--- config.mk ---
export PLATFORM = sky130hd
export DESIGN_NAME = soc_decerr_slave
export DESIGN_NICKNAME = d
export VERILOG_FILES = /design/src/rtl/soc_decerr_slave.sv
export SDC_FILE = /design/constraint.sdc
export NUM_CORES = 1
export LEC_CHECK = 0
export CAP_MARGIN = 20
export CORE_AREA = 2 2 121 123
export CTS_BUF_LIST = sky130_fd_sc_hd__clkbuf_4 sky130_fd_sc_hd__clkbuf_8
export DETAILED_ROUTE_END_ITERATION = 10
export DIE_AREA = 0 0 123 125
export HOLD_SLACK_MARGIN = 0.06
export PLACE_DENSITY_LB_ADDON = 0.1
export SETUP_SLACK_MARGIN = 0.3
export SLEW_MARGIN = 0
export SYNTH_ARGS = -nofsm -noshare
export SYNTH_HDL_FRONTEND = slang
export SYNTH_SLANG_ARGS = --single-unit
--- constraint.sdc ---
create_clock -name axi_clk -period 4.3 [get_ports axi_clk]
set_input_delay 0.43 -clock axi_clk [delete_from_list [all_inputs] [get_ports axi_clk]]
set_output_delay 0.43 -clock axi_clk [all_outputs]
set_load 0.02 [all_outputs]
--- src/rtl/soc_decerr_slave.sv ---
// Default AXI responder for unmapped address space: every transaction completes with DECERR.
// It also records the first faulting address and counts completed DECERR transactions.
module soc_decerr_slave #(
  parameter int ID_W   = 8,
  parameter int DATA_W = 64
) (
  input  logic              axi_clk,
  input  logic              axi_rst,
  // AW
  input  logic              s_awvalid,
  output logic              s_awready,
  input  logic [ID_W-1:0]   s_awid,
  input  logic [31:0]       s_awaddr,
  input  logic [7:0]        s_awlen,
  // W
  input  logic              s_wvalid,
  output logic              s_wready,
  input  logic [DATA_W-1:0] s_wdata,
  input  logic              s_wlast,
  // B
  output logic              s_bvalid,
  input  logic              s_bready,
  output logic [ID_W-1:0]   s_bid,
  output logic [1:0]        s_bresp,
  // AR
  input  logic              s_arvalid,
  output logic              s_arready,
  input  logic [ID_W-1:0]   s_arid,
  input  logic [31:0]       s_araddr,
  input  logic [7:0]        s_arlen,
  // R
  output logic              s_rvalid,
  input  logic              s_rready,
  output logic [ID_W-1:0]   s_rid,
  output logic [DATA_W-1:0] s_rdata,
  output logic [1:0]        s_rresp,
  output logic              s_rlast,
  // status
  output logic              err_valid,
  output logic [31:0]       err_addr,
  output logic              err_is_wr,
  input  logic              err_clr,
  output logic [15:0]       dec_err_cnt
);

  localparam logic [1:0] RESP_DECERR = 2'b11;

  typedef enum logic [1:0] {W_IDLE, W_DATA, W_RESP} w_state_t;
  typedef enum logic       {R_IDLE, R_DATA}         r_state_t;

  w_state_t        w_state, w_next;
  r_state_t        r_state, r_next;
  logic [ID_W-1:0] aw_id_q, ar_id_q;
  logic [7:0]      beat_cnt;

  logic aw_hs, ar_hs, b_hs, r_hs, r_last_hs;

  // Handshakes decoded from state rather than the ready outputs to keep the
  // next-state logic free of combinational feedback.
  assign aw_hs     = s_awvalid && (w_state == W_IDLE);
  assign ar_hs     = s_arvalid && (r_state == R_IDLE);
  assign b_hs      = s_bready  && (w_state == W_RESP);
  assign r_hs      = s_rready  && (r_state == R_DATA);
  assign r_last_hs = r_hs && (beat_cnt == 8'd0);

  // Burst length, write data and addresses outside the error capture are
  // intentionally ignored; only wlast ends a write burst.
  logic unused_ok;
  assign unused_ok = ^{s_awlen, s_wdata};

  // ---------------------------------------------------------------- write path
  always_ff @(posedge axi_clk or posedge axi_rst) begin
    // NOTE: sequential state uses non-blocking assignments so every flop
    // samples the pre-edge values, independent of block ordering.
    if (axi_rst) begin
      w_state <= W_IDLE;
      aw_id_q <= '0;
    end else begin
      w_state <= w_next;
      if (aw_hs) aw_id_q <= s_awid;
    end
  end

  always_comb begin
    // NOTE: every output gets a default first so no path through the case
    // leaves a variable unassigned and infers a latch.
    w_next    = w_state;
    s_awready = 1'b0;
    s_wready  = 1'b0;
    s_bvalid  = 1'b0;
    s_bresp   = 2'b00;
    case (w_state)
      W_IDLE: begin
        s_awready = 1'b1;
        if (s_awvalid) w_next = W_DATA;
      end
      W_DATA: begin
        s_wready = 1'b1;
        if (s_wvalid && s_wlast) w_next = W_RESP;
      end
      W_RESP: begin
        s_bvalid = 1'b1;
        s_bresp  = RESP_DECERR;
        if (s_bready) w_next = W_IDLE;
      end
      default: w_next = W_IDLE;
    endcase
  end

  assign s_bid = aw_id_q;

  // ----------------------------------------------------------------- read path
  always_ff @(posedge axi_clk or posedge axi_rst) begin
    if (axi_rst) begin
      r_state  <= R_IDLE;
      ar_id_q  <= '0;
      beat_cnt <= '0;
    end else begin
      r_state <= r_next;
      if (ar_hs) begin
        ar_id_q  <= s_arid;
        beat_cnt <= s_arlen;
      end else if (r_hs && beat_cnt != 8'd0) begin
        beat_cnt <= beat_cnt - 8'd1;
      end
    end
  end

  always_comb begin
    r_next    = r_state;
    s_arready = 1'b0;
    s_rvalid  = 1'b0;
    s_rresp   = 2'b00;
    s_rlast   = 1'b0;
    case (r_state)
      R_IDLE: begin
        s_arready = 1'b1;
        if (s_arvalid) r_next = R_DATA;
      end
      R_DATA: begin
        s_rvalid = 1'b1;
        s_rresp  = RESP_DECERR;
        s_rlast  = (beat_cnt == 8'd0);
        if (s_rready && beat_cnt == 8'd0) r_next = R_IDLE;
      end
      default: r_next = R_IDLE;
    endcase
  end

  assign s_rid   = ar_id_q;
  assign s_rdata = '0;

  // ------------------------------------------------------------- error status
  // A new fault is captured when nothing is held or when a clear arrives in the
  // same cycle; a simultaneous write takes priority over a read.
  always_ff @(posedge axi_clk or posedge axi_rst) begin
    if (axi_rst) begin
      err_valid <= 1'b0;
      err_addr  <= '0;
      err_is_wr <= 1'b0;
    end else if ((aw_hs || ar_hs) && (!err_valid || err_clr)) begin
      err_valid <= 1'b1;
      err_is_wr <= aw_hs;
      err_addr  <= aw_hs ? s_awaddr : s_araddr;
    end else if (err_clr) begin
      err_valid <= 1'b0;
    end
  end

  logic [1:0]  cnt_inc;
  logic [16:0] cnt_sum;

  assign cnt_inc = {1'b0, b_hs} + {1'b0, r_last_hs};
  assign cnt_sum = {1'b0, dec_err_cnt} + {15'd0, cnt_inc};

  always_ff @(posedge axi_clk or posedge axi_rst) begin
    if (axi_rst)         dec_err_cnt <= '0;
    else if (cnt_sum[16]) dec_err_cnt <= 16'hFFFF;
    else                  dec_err_cnt <= cnt_sum[15:0];
  end

endmodule

## Yosys cells after proc, flatten, opt, wreduce, memory -nomap -nowiden

Cells that the tools add are included.

| operators by class | value |
|---|---|
| $add $sub $neg | 3 |
| eq/ne operators | 5 |
| multiplexer cells | 21 |
| bitwise gates (word level) | 1 |
| reductions and logical operators | 18 |

Operator list:

| kind | count |
|---|---|
| $mux 32 | 1 |
| $add 16x2->17 | 1 |
| $mux 16 | 1 |
| $mux 8 | 2 |
| $mux 1 | 10 |
| $mux 2 | 5 |
| $logic_and 1x1->1 | 9 |
| $logic_not 8->1 | 1 |
| $reduce_bool 8->1 | 1 |
| $sub 8x1->8 const B | 1 |
| $ne 2x2->1 const B | 3 |
| $pmux 2 s3 | 1 |
| $reduce_bool 2->1 | 2 |
| $reduce_and 3->1 | 1 |
| $add 1x1->2 | 1 |
| $eq 2x1->1 const B | 1 |
| $eq 2x2->1 const B | 1 |
| $logic_not 2->1 | 1 |
| $logic_or 1x1->1 | 2 |
| $pmux 1 s2 | 1 |
| $logic_not 1->1 | 1 |
| $not 1->1 | 1 |

| word-level totals | value |
|---|---|
| register bits after elaboration | 77 |
| bits of input ports | 169 |
| output and inout bits | 140 |
| logic and storage cells | 57 |

## Logic depth before layout (Yosys ltp)

Gate-level depths: netlist (run 1).

| logic depth | value |
|---|---|
| word-level depth | 5 |
| gate-level depth with buffers | 12 |
| mapped depth without buffers | 11 |

## Worst setup path after synthesis (run 1)

No wires, ideal clock.

| timing path | value |
|---|---|
| kind | register to register |
| start | reg beat_cnt[0] |
| end | reg dec_err_cnt[4] |
| library setup time | 0.065 ns |
| arrival | 2.308 ns |
| data required time | 4.235 ns |
| slack | 1.927 ns |
| stages on the path, launching flop included | 13 |
| buffers on the path | 1 |
| period minus slack after synthesis | 2.373 ns |
| cell sequence | dfrtp_1 inv_1 ha_1 nor3b_2 nand2_1 nor2_1 fa_1 ha_1 nand2_1 nor2_1 nand3_1 buf_2 nand2_1 |

| on the way | value |
|---|---|
| cells in the longest elaborated chain, start to end | 5 |

Ends and longest elaborated chain:

| what | RTL line | RTL |
|---|---|---|
| start: declaration | 54 | `logic [7:0] beat_cnt;` |
| start signal: assignment | 122 | `beat_cnt <= s_arlen;` |
| start signal: assignment | 124 | `beat_cnt <= beat_cnt - 8'd1;` |
| $logic_not 8->1 | 64 | `assign r_last_hs = r_hs && (beat_cnt == 8'd0);` |
| $logic_and 1x1->1 | 64 |  |
| $add 1x1->2 | 173 | `assign cnt_inc = {1'b0, b_hs} + {1'b0, r_last_hs};` |
| $add 16x2->17 | 174 | `assign cnt_sum = {1'b0, dec_err_cnt} + {15'd0, cnt_inc};` |
| $mux 16 | 178 | `else if (cnt_sum[16]) dec_err_cnt <= 16'hFFFF;` |
| end signal: assignment | 179 | `else dec_err_cnt <= cnt_sum[15:0];` |
| end: declaration | 43 | `output logic [15:0] dec_err_cnt` |

Every way passes these cells.
A chain may end at the register's enable or synchronous reset.

## Worst setup path after layout (run 1)

| timing path | value |
|---|---|
| start | reg beat_cnt[0] |
| end | reg dec_err_cnt[1] |

Same word-level chain as after synthesis.

==> results.ini, run 1 <==
[power_and_ir_drop]
power.switching_w = 0.00137
clockPowerShare_pct = 19.1
p_total_w = 0.00358
peakVddDrop_mv = 0.219
swShare_pct = 38.3
p_per_area_nw_per_um2 = 595
internal_power_w = 0.00221
p_seq_share_pct = 33.5
leakage_nw = 2.73
p_comb_share_pct = 47.4

[synthesis]
ys_seq_elements = 77
syn_area_per_cell_um2 = 9.46
synth_cells = 434
yosysUniqueCellTypes = 45
syn-cell-area_um2 = 4110
yosysWarnings = 0
synth_edf_count = 0
ys_seq_area_share_pct = 46.9
async_flop_share_pct = 100
synthFlopType = dfrtp_1

[timing]
slew_violations = 0
finClkSkew_ns = 0.00880
rsz0062_at_grt = no
hold_viol = 0
period_minus_slack_ns = 3.03
fin_crit_sh_pct = 70.4
tightest_slew_ns = 0.680
final-setup-viol-count = 0
setup_tns_ns = 0
max_freq_ghz = 0.330
relSlewSlack_pct = 54.6

[worst_setup_path]
slowest_delay_ns = 0.47
worstPathRequired_ns = 4.57
crit_path_end_kind = register
crit_type = register to register
start_kind = register
cp.arrival_ns = 3.29
r2r_slack_ns = 1.27
worst_path_max_delay_cell = nor3b_2
crit_chain = inv_1, ha_1, nor3b_2, nand2_1, nor2_1, fa_1, ha_1, nand2_1, nor2_1, nand3_1, nand2b_1
cp_max_fo = 13

[global_routing]
antenna_found_initial = 0
grt_max_degree = 42
first_global_vias = 3192
track_usage_pct = 13.1
grt_overflow = 0
grt_pass1_wl_mm = 15.9

[die]
die_h_um = 125
dieArea_um2 = 15400
num_rows = 44
start_util_pct = 28.9
pin_count = 309
coreArea_um2 = 14200
die_x_um = 123

[clocking]
clk_latency_ns = 0.34
cts_tree = done
clockBufferDepth = 2
htree_levels = 3
root_buffer = clkbuf_8
post-cts-setup-buffers = 0
cts_resized = 0
cts_buffers = 9
clkTransAtPathRegs_ns = 0.08
clkSinkCount = 77
postCtsHoldBufs = 0

[cells_and_area]
fill_cells = 1469
antenna_cells = 0
syn2layout_area_growth_pct = 46.4
multi_input_area_um2 = 1820
seq_area_um2 = 1930
final_core_util_pct = 42.3
fin_nets = 774
drive_gt1_share_pct = 5.78

[outcome]
status = complete, no violations

[detailed_routing]
wl_per_cell_um = 12.5
first_pass_iters = 4
route.final.wire_length_mm = 9.86
vias = 3261
remaining_drc_errors = 0
post_drt_via_cell_ratio = 4.13
ant_nets = 0
first_iter_violations = 138

[job]
maxCapViolCount = 0

[placement]
portBuffers = 172
gp_congestion = 0.718
dp_hpwl_mm = 7.48

[hold_path]
hp-class = input port to async pin

==> synth_stat cells (2+ instances only) <==
master / n / area share, %
buf_4: 68 / 12
and3_1: 4 / 0.61
ha_1: 3 / 0.91
xnor2_1: 11 / 2.3
a31oi_1: 2 / 0.30
mux2i_1: 34 / 8.3
a21oi_1: 2 / 0.24
nand2b_1: 4 / 0.61
inv_1: 9 / 0.82
dfrtp_1: 77 / 47
buf_2: 5 / 0.61
nor2_1: 12 / 1.1
nor3_2: 2 / 0.49
clkbuf_1: 10 / 0.91
nand3_1: 9 / 1.1
o21ai_0: 38 / 4.6
mux2_2: 2 / 0.55
xor2_1: 2 / 0.43
nor3_1: 4 / 0.49
nor2b_1: 4 / 0.61
o21ai_2: 2 / 0.43
nand2_1: 107 / 9.8
==> cells by family (layout without fill, tap and decap cells) <==
| logic type | after synthesis | in the layout | share of synthesized area (%) |
|---|---|---|---|
| DFF | 77 | 77 | 46.9 |
| muxes | 36 | 36 | 8.83 |
| adders and majority gates | 4 | 4 | 1.40 |
| and+or+nand+nor | 157 | 157 | 17.7 |
| xor gates and xnor gates | 13 | 13 | 2.77 |
| AOI/OAI and AO/OA | 54 | 54 | 7.52 |
| other | 1 | 64 | 0.0913 |
| buffers and inverters | 92 | 201 | 14.8 |
==> per-layer routing <==
metal | track usage, % | vias to the layer above | wire length [um]
met2 | 20.8 | 122 | 4660
li1 | - | 1632 | -
met1 | 16.6 | 1497 | 4220
met5 | 0 | - | 0
met3 | 4.29 | 10 | 852
met4 | 4.81 | 0 | 132
==> stage by stage <==
step / hold slack (ns) / instances / area (um2) / worst slack [ns]
floorplan: 0.530 / 497 / 4340 / 1.90
global placement: 0.460 / 774 / 5770 / 1.22
detailed placement: 0.464 / 774 / 5770 / 1.26
CTS: 0.485 / 790 / 6010 / 1.22
global route: 0.500 / 790 / 6010 / 0.809
finish: 0.477 / 790 / 6010 / 1.27
==> registers in the layout, indices dropped and copies added, names as in the netlist <==
name and count:
beat_cnt 8, err_is_wr 1, s_rid 8, w_state 2
s_bid 8, dec_err_cnt 16, r_state 1, err_addr 32
err_valid 1
==> critical path: cells and delay by family, from the launching register on <==
kind          cells  cell delay (ns)
buf+inv           1             0.11
flops             1             0.38
simple gates      7             1.79
fa+ha+maj         3             0.67
==> power by group through the flow <==
stage	clock network (W)	logic (W)	registers, W
after floorplan	0	0.000704	0.00149
after global placement	0	0.00172	0.00120
after detailed placement	0	0.00173	0.00121
after CTS	0.000706	0.00173	0.00120
after global routing	0.000736	0.00186	0.00125
final	0.000682	0.00170	0.00120
==> area by class of cell <==
class	instances	area share, %
clock buffer	12	2.54
clock inverter	4	1.58
inverter	9	0.582
multi-input combinational	328	30.3
sequential	77	32.0
tap	184	3.83
timing repair buffer	176	29.1
==> final timing paths <==
path	startpoint	to	cells after the start
setup reg to reg	beat_cnt[0]$_DFFE_PP0P_	dec_err_cnt[1]$_DFF_PP0_	11
max in group asynchronous	axi_rst	beat_cnt[6]$_DFFE_PP0P_	3
hold / removal	axi_rst	s_rid[1]$_DFFE_PP0P_	2
setup / recovery	beat_cnt[0]$_DFFE_PP0P_	dec_err_cnt[1]$_DFF_PP0_	11
min in group axi_clk	s_bid[0]$_DFFE_PP0P_	s_bid[0]$_DFFE_PP0P_	2
hold reg to reg	s_bid[0]$_DFFE_PP0P_	s_bid[0]$_DFFE_PP0P_	2
==> cells in the final DEF, fill, tap and decap left out, types with 2 or more instances in the layout <==
master and instances:
a21oi_1 2, dfrtp_1 77, and3_1 4, inv_1 8
o21ai_0 38, nand3_1 9, mux2i_1 34, nor2_1 12
xnor2_1 11, bufinv_16 3, nor2b_1 4, nor3_1 4
nor3b_2 2, xor2_1 2, ha_1 3, clkbuf_4 2
mux2_2 2, clkinv_2 2, nand2b_1 4, clkdlybuf4s50_1 172
a31oi_1 2, conb_1 64, buf_4 4, nand2_1 107
clkbuf_8 10, nor3_2 2
(Power assumes the default switching activity.)
==> run 2, diff against run 1 <==
--- a/config.mk
+++ b/config.mk
@@ -6,10 +6,10 @@
 export NUM_CORES = 1
 export LEC_CHECK = 0
 export CAP_MARGIN = 20
-export CORE_AREA = 2 2 121 123
+export CORE_AREA = 2 2 118 120
 export CTS_BUF_LIST = sky130_fd_sc_hd__clkbuf_4 sky130_fd_sc_hd__clkbuf_8
 export DETAILED_ROUTE_END_ITERATION = 10
-export DIE_AREA = 0 0 123 125
+export DIE_AREA = 0 0 120 122
 export HOLD_SLACK_MARGIN = 0.06
 export PLACE_DENSITY_LB_ADDON = 0.1
 export SETUP_SLACK_MARGIN = 0.3
==> constraint.sdc (replaced) <==
create_clock -name axi_clk -period 3.15 [get_ports axi_clk]
set_input_delay 0.315 -clock axi_clk [delete_from_list [all_inputs] [get_ports axi_clk]]
set_output_delay 0.315 -clock axi_clk [all_outputs]
set_load 0.02 [all_outputs]
==> results.ini, run 2 (synthesis results as in run 1) <==
[die]
die_h_um = 122
dieArea_um2 = 14600
start_util_pct = 30.4
pin_count = 309
num_rows = 43
coreArea_um2 = 13500
die_x_um = 120

[worst_setup_path]
crit_path_end_kind = output port
start_kind = register
cp.arrival_ns = 2.14
crit_type = register to output port
slowest_delay_ns = 0.60
cp_max_fo = 7
crit_chain = inv_1, ha_1, nor3b_2, buf_4, and3_1, clkdlybuf4s50_1
worstPathRequired_ns = 2.83
worst_path_max_delay_cell = clkdlybuf4s50_1

[power_and_ir_drop]
leakage_nw = 2.73
swShare_pct = 39.6
p_seq_share_pct = 34.9
p_comb_share_pct = 49.8
power.switching_w = 0.00186
peakVddDrop_mv = 0.277
clockPowerShare_pct = 15.4
internal_power_w = 0.00283
p_per_area_nw_per_um2 = 782

[cells_and_area]
final_cell_mix = clkdlybuf4s50_1 (172), nand2_1 (107), dfrtp_1 (77)
fill_cells = 1368
largest-register = err_addr
fin_nets = 778
final_cells = 789
drive_gt1_share_pct = 6.24
top_regs = err_addr (32), dec_err_cnt (16)
antenna_cells = 0
final_common_cell = clkdlybuf4s50_1
largest_register_ffs = 32
syn2layout_area_growth_pct = 46.1

[job]
maxCapViolCount = 0

[detailed_routing]
wl_per_cell_um = 12.6
route.final.wire_length_mm = 9.97
vias = 3270
remaining_drc_errors = 0
first_iter_violations = 100
post_drt_via_cell_ratio = 4.14
ant_nets = 0
first_pass_iters = 4

[timing]
rsz0062_at_grt = no
period_minus_slack_ns = 2.45
slew_violations = 0
fin_crit_sh_pct = 77.9
tightest_slew_ns = 0.716
setup_tns_ns = 0
max_freq_ghz = 0.407
hold_viol = 0
finClkSkew_ns = 0.00462
relSlewSlack_pct = 52.2
final-setup-viol-count = 0

[clocking]
post-cts-setup-buffers = 0
clkSinkCount = 77
postCtsHoldBufs = 0
root_buffer = clkbuf_8
cts_buffers = 9
clk_latency_ns = 0.35
htree_levels = 3
cts_tree = done
clockBufferDepth = 2
clkTransAtPathRegs_ns = 0.08
cts_resized = 0

[global_routing]
grt_max_degree = 65
grt_pass1_wl_mm = 15.9
first_global_vias = 3196
antenna_found_initial = 0
track_usage_pct = 14.2
grt_overflow = 0

[placement]
dp.cells = 774
gp_congestion = 0.741
portBuffers = 172
dp_hpwl_mm = 7.56

[outcome]
status = complete, no violations

[hold_path]
hp-class = input port to async pin

==> run 2: changes by cell type in the layout (fill, tap and decap cells not counted), sizes merged <==
| cell | delta |
|---|---|
| clkbuf | +2 |
| buf | +4 |
| bufinv | -3 |
==> run 2: routing by layer <==
layer / GRT usage, % / wire length (um)
met3: 5.06 / 897
met5: 0 / 0
met2: 23.3 / 4770
met1: 16.5 / 4070
met4: 7.21 / 235
==> run 2: critical path: cells and delay by family, from the launching register on <==
kind	cells	cell delay (ns)
and+or+nand+nor	2	0.35
adders and majority gates	1	0.17
DFF	1	0.37
buffers and inverters	3	0.89
==> run 2: path summary, 6_finish.rpt <==
check / from / to / slack (ns) / cells past startpoint
max in group asynchronous: axi_rst / err_addr[26]$_DFFE_PP0P_ / 2.12 / 3
hold / removal: axi_rst / s_rid[1]$_DFFE_PP0P_ / 0.37 / 2
setup / recovery: beat_cnt[0]$_DFFE_PP0P_ / s_rlast / 0.70 / 6
hold reg to reg: s_rid[0]$_DFFE_PP0P_ / s_rid[0]$_DFFE_PP0P_ / 0.47 / 2
setup reg to reg: beat_cnt[2]$_DFFE_PP0P_ / dec_err_cnt[14]$_DFF_PP0_ / 0.77 / 11
min in group axi_clk: s_rid[0]$_DFFE_PP0P_ / s_rid[0]$_DFFE_PP0P_ / 0.47 / 2
==> run 2: metrics by stage <==
step	utilization (%)	setup slack [ns]	cell area, um2	hold WS (ns)	total power [W]
final	44.4	0.695	6000	0.371	0.00469
after floorplan	-	0.777	4340	0.420	0.00299
after CTS	44.4	0.644	6000	0.389	0.00479
after detailed placement	43.1	0.722	5820	0.465	0.00404
after global placement	43.1	0.743	5820	0.460	0.00401
after global routing	44.4	0.503	6000	0.433	0.00507
==> run 2: area by class of cell <==
class / count / area (um2) / area share (%)
Clock buffer: 14 / 180 / 3.00
Clock inverter: 1 / 5.00 / 0.0834
Inverter: 9 / 35.0 / 0.584
Multi-Input combinational cell: 328 / 1820 / 30.4
Sequential cell: 77 / 1930 / 32.1
Tap cell: 180 / 225 / 3.75
Timing Repair Buffer: 180 / 1810 / 30.1
==> run 2: power by group through the flow <==
stage | combinational [W] | clock (W) | sequential (W)
6_report | 0.00233 | 0.000721 | 0.00164
3_3_place_gp | 0.00237 | 0 | 0.00164
3_5_place_dp | 0.00238 | 0 | 0.00166
5_1_grt | 0.00257 | 0.000802 | 0.00170
2_1_floorplan | 0.000961 | 0 | 0.00203
4_1_cts | 0.00239 | 0.000759 | 0.00164
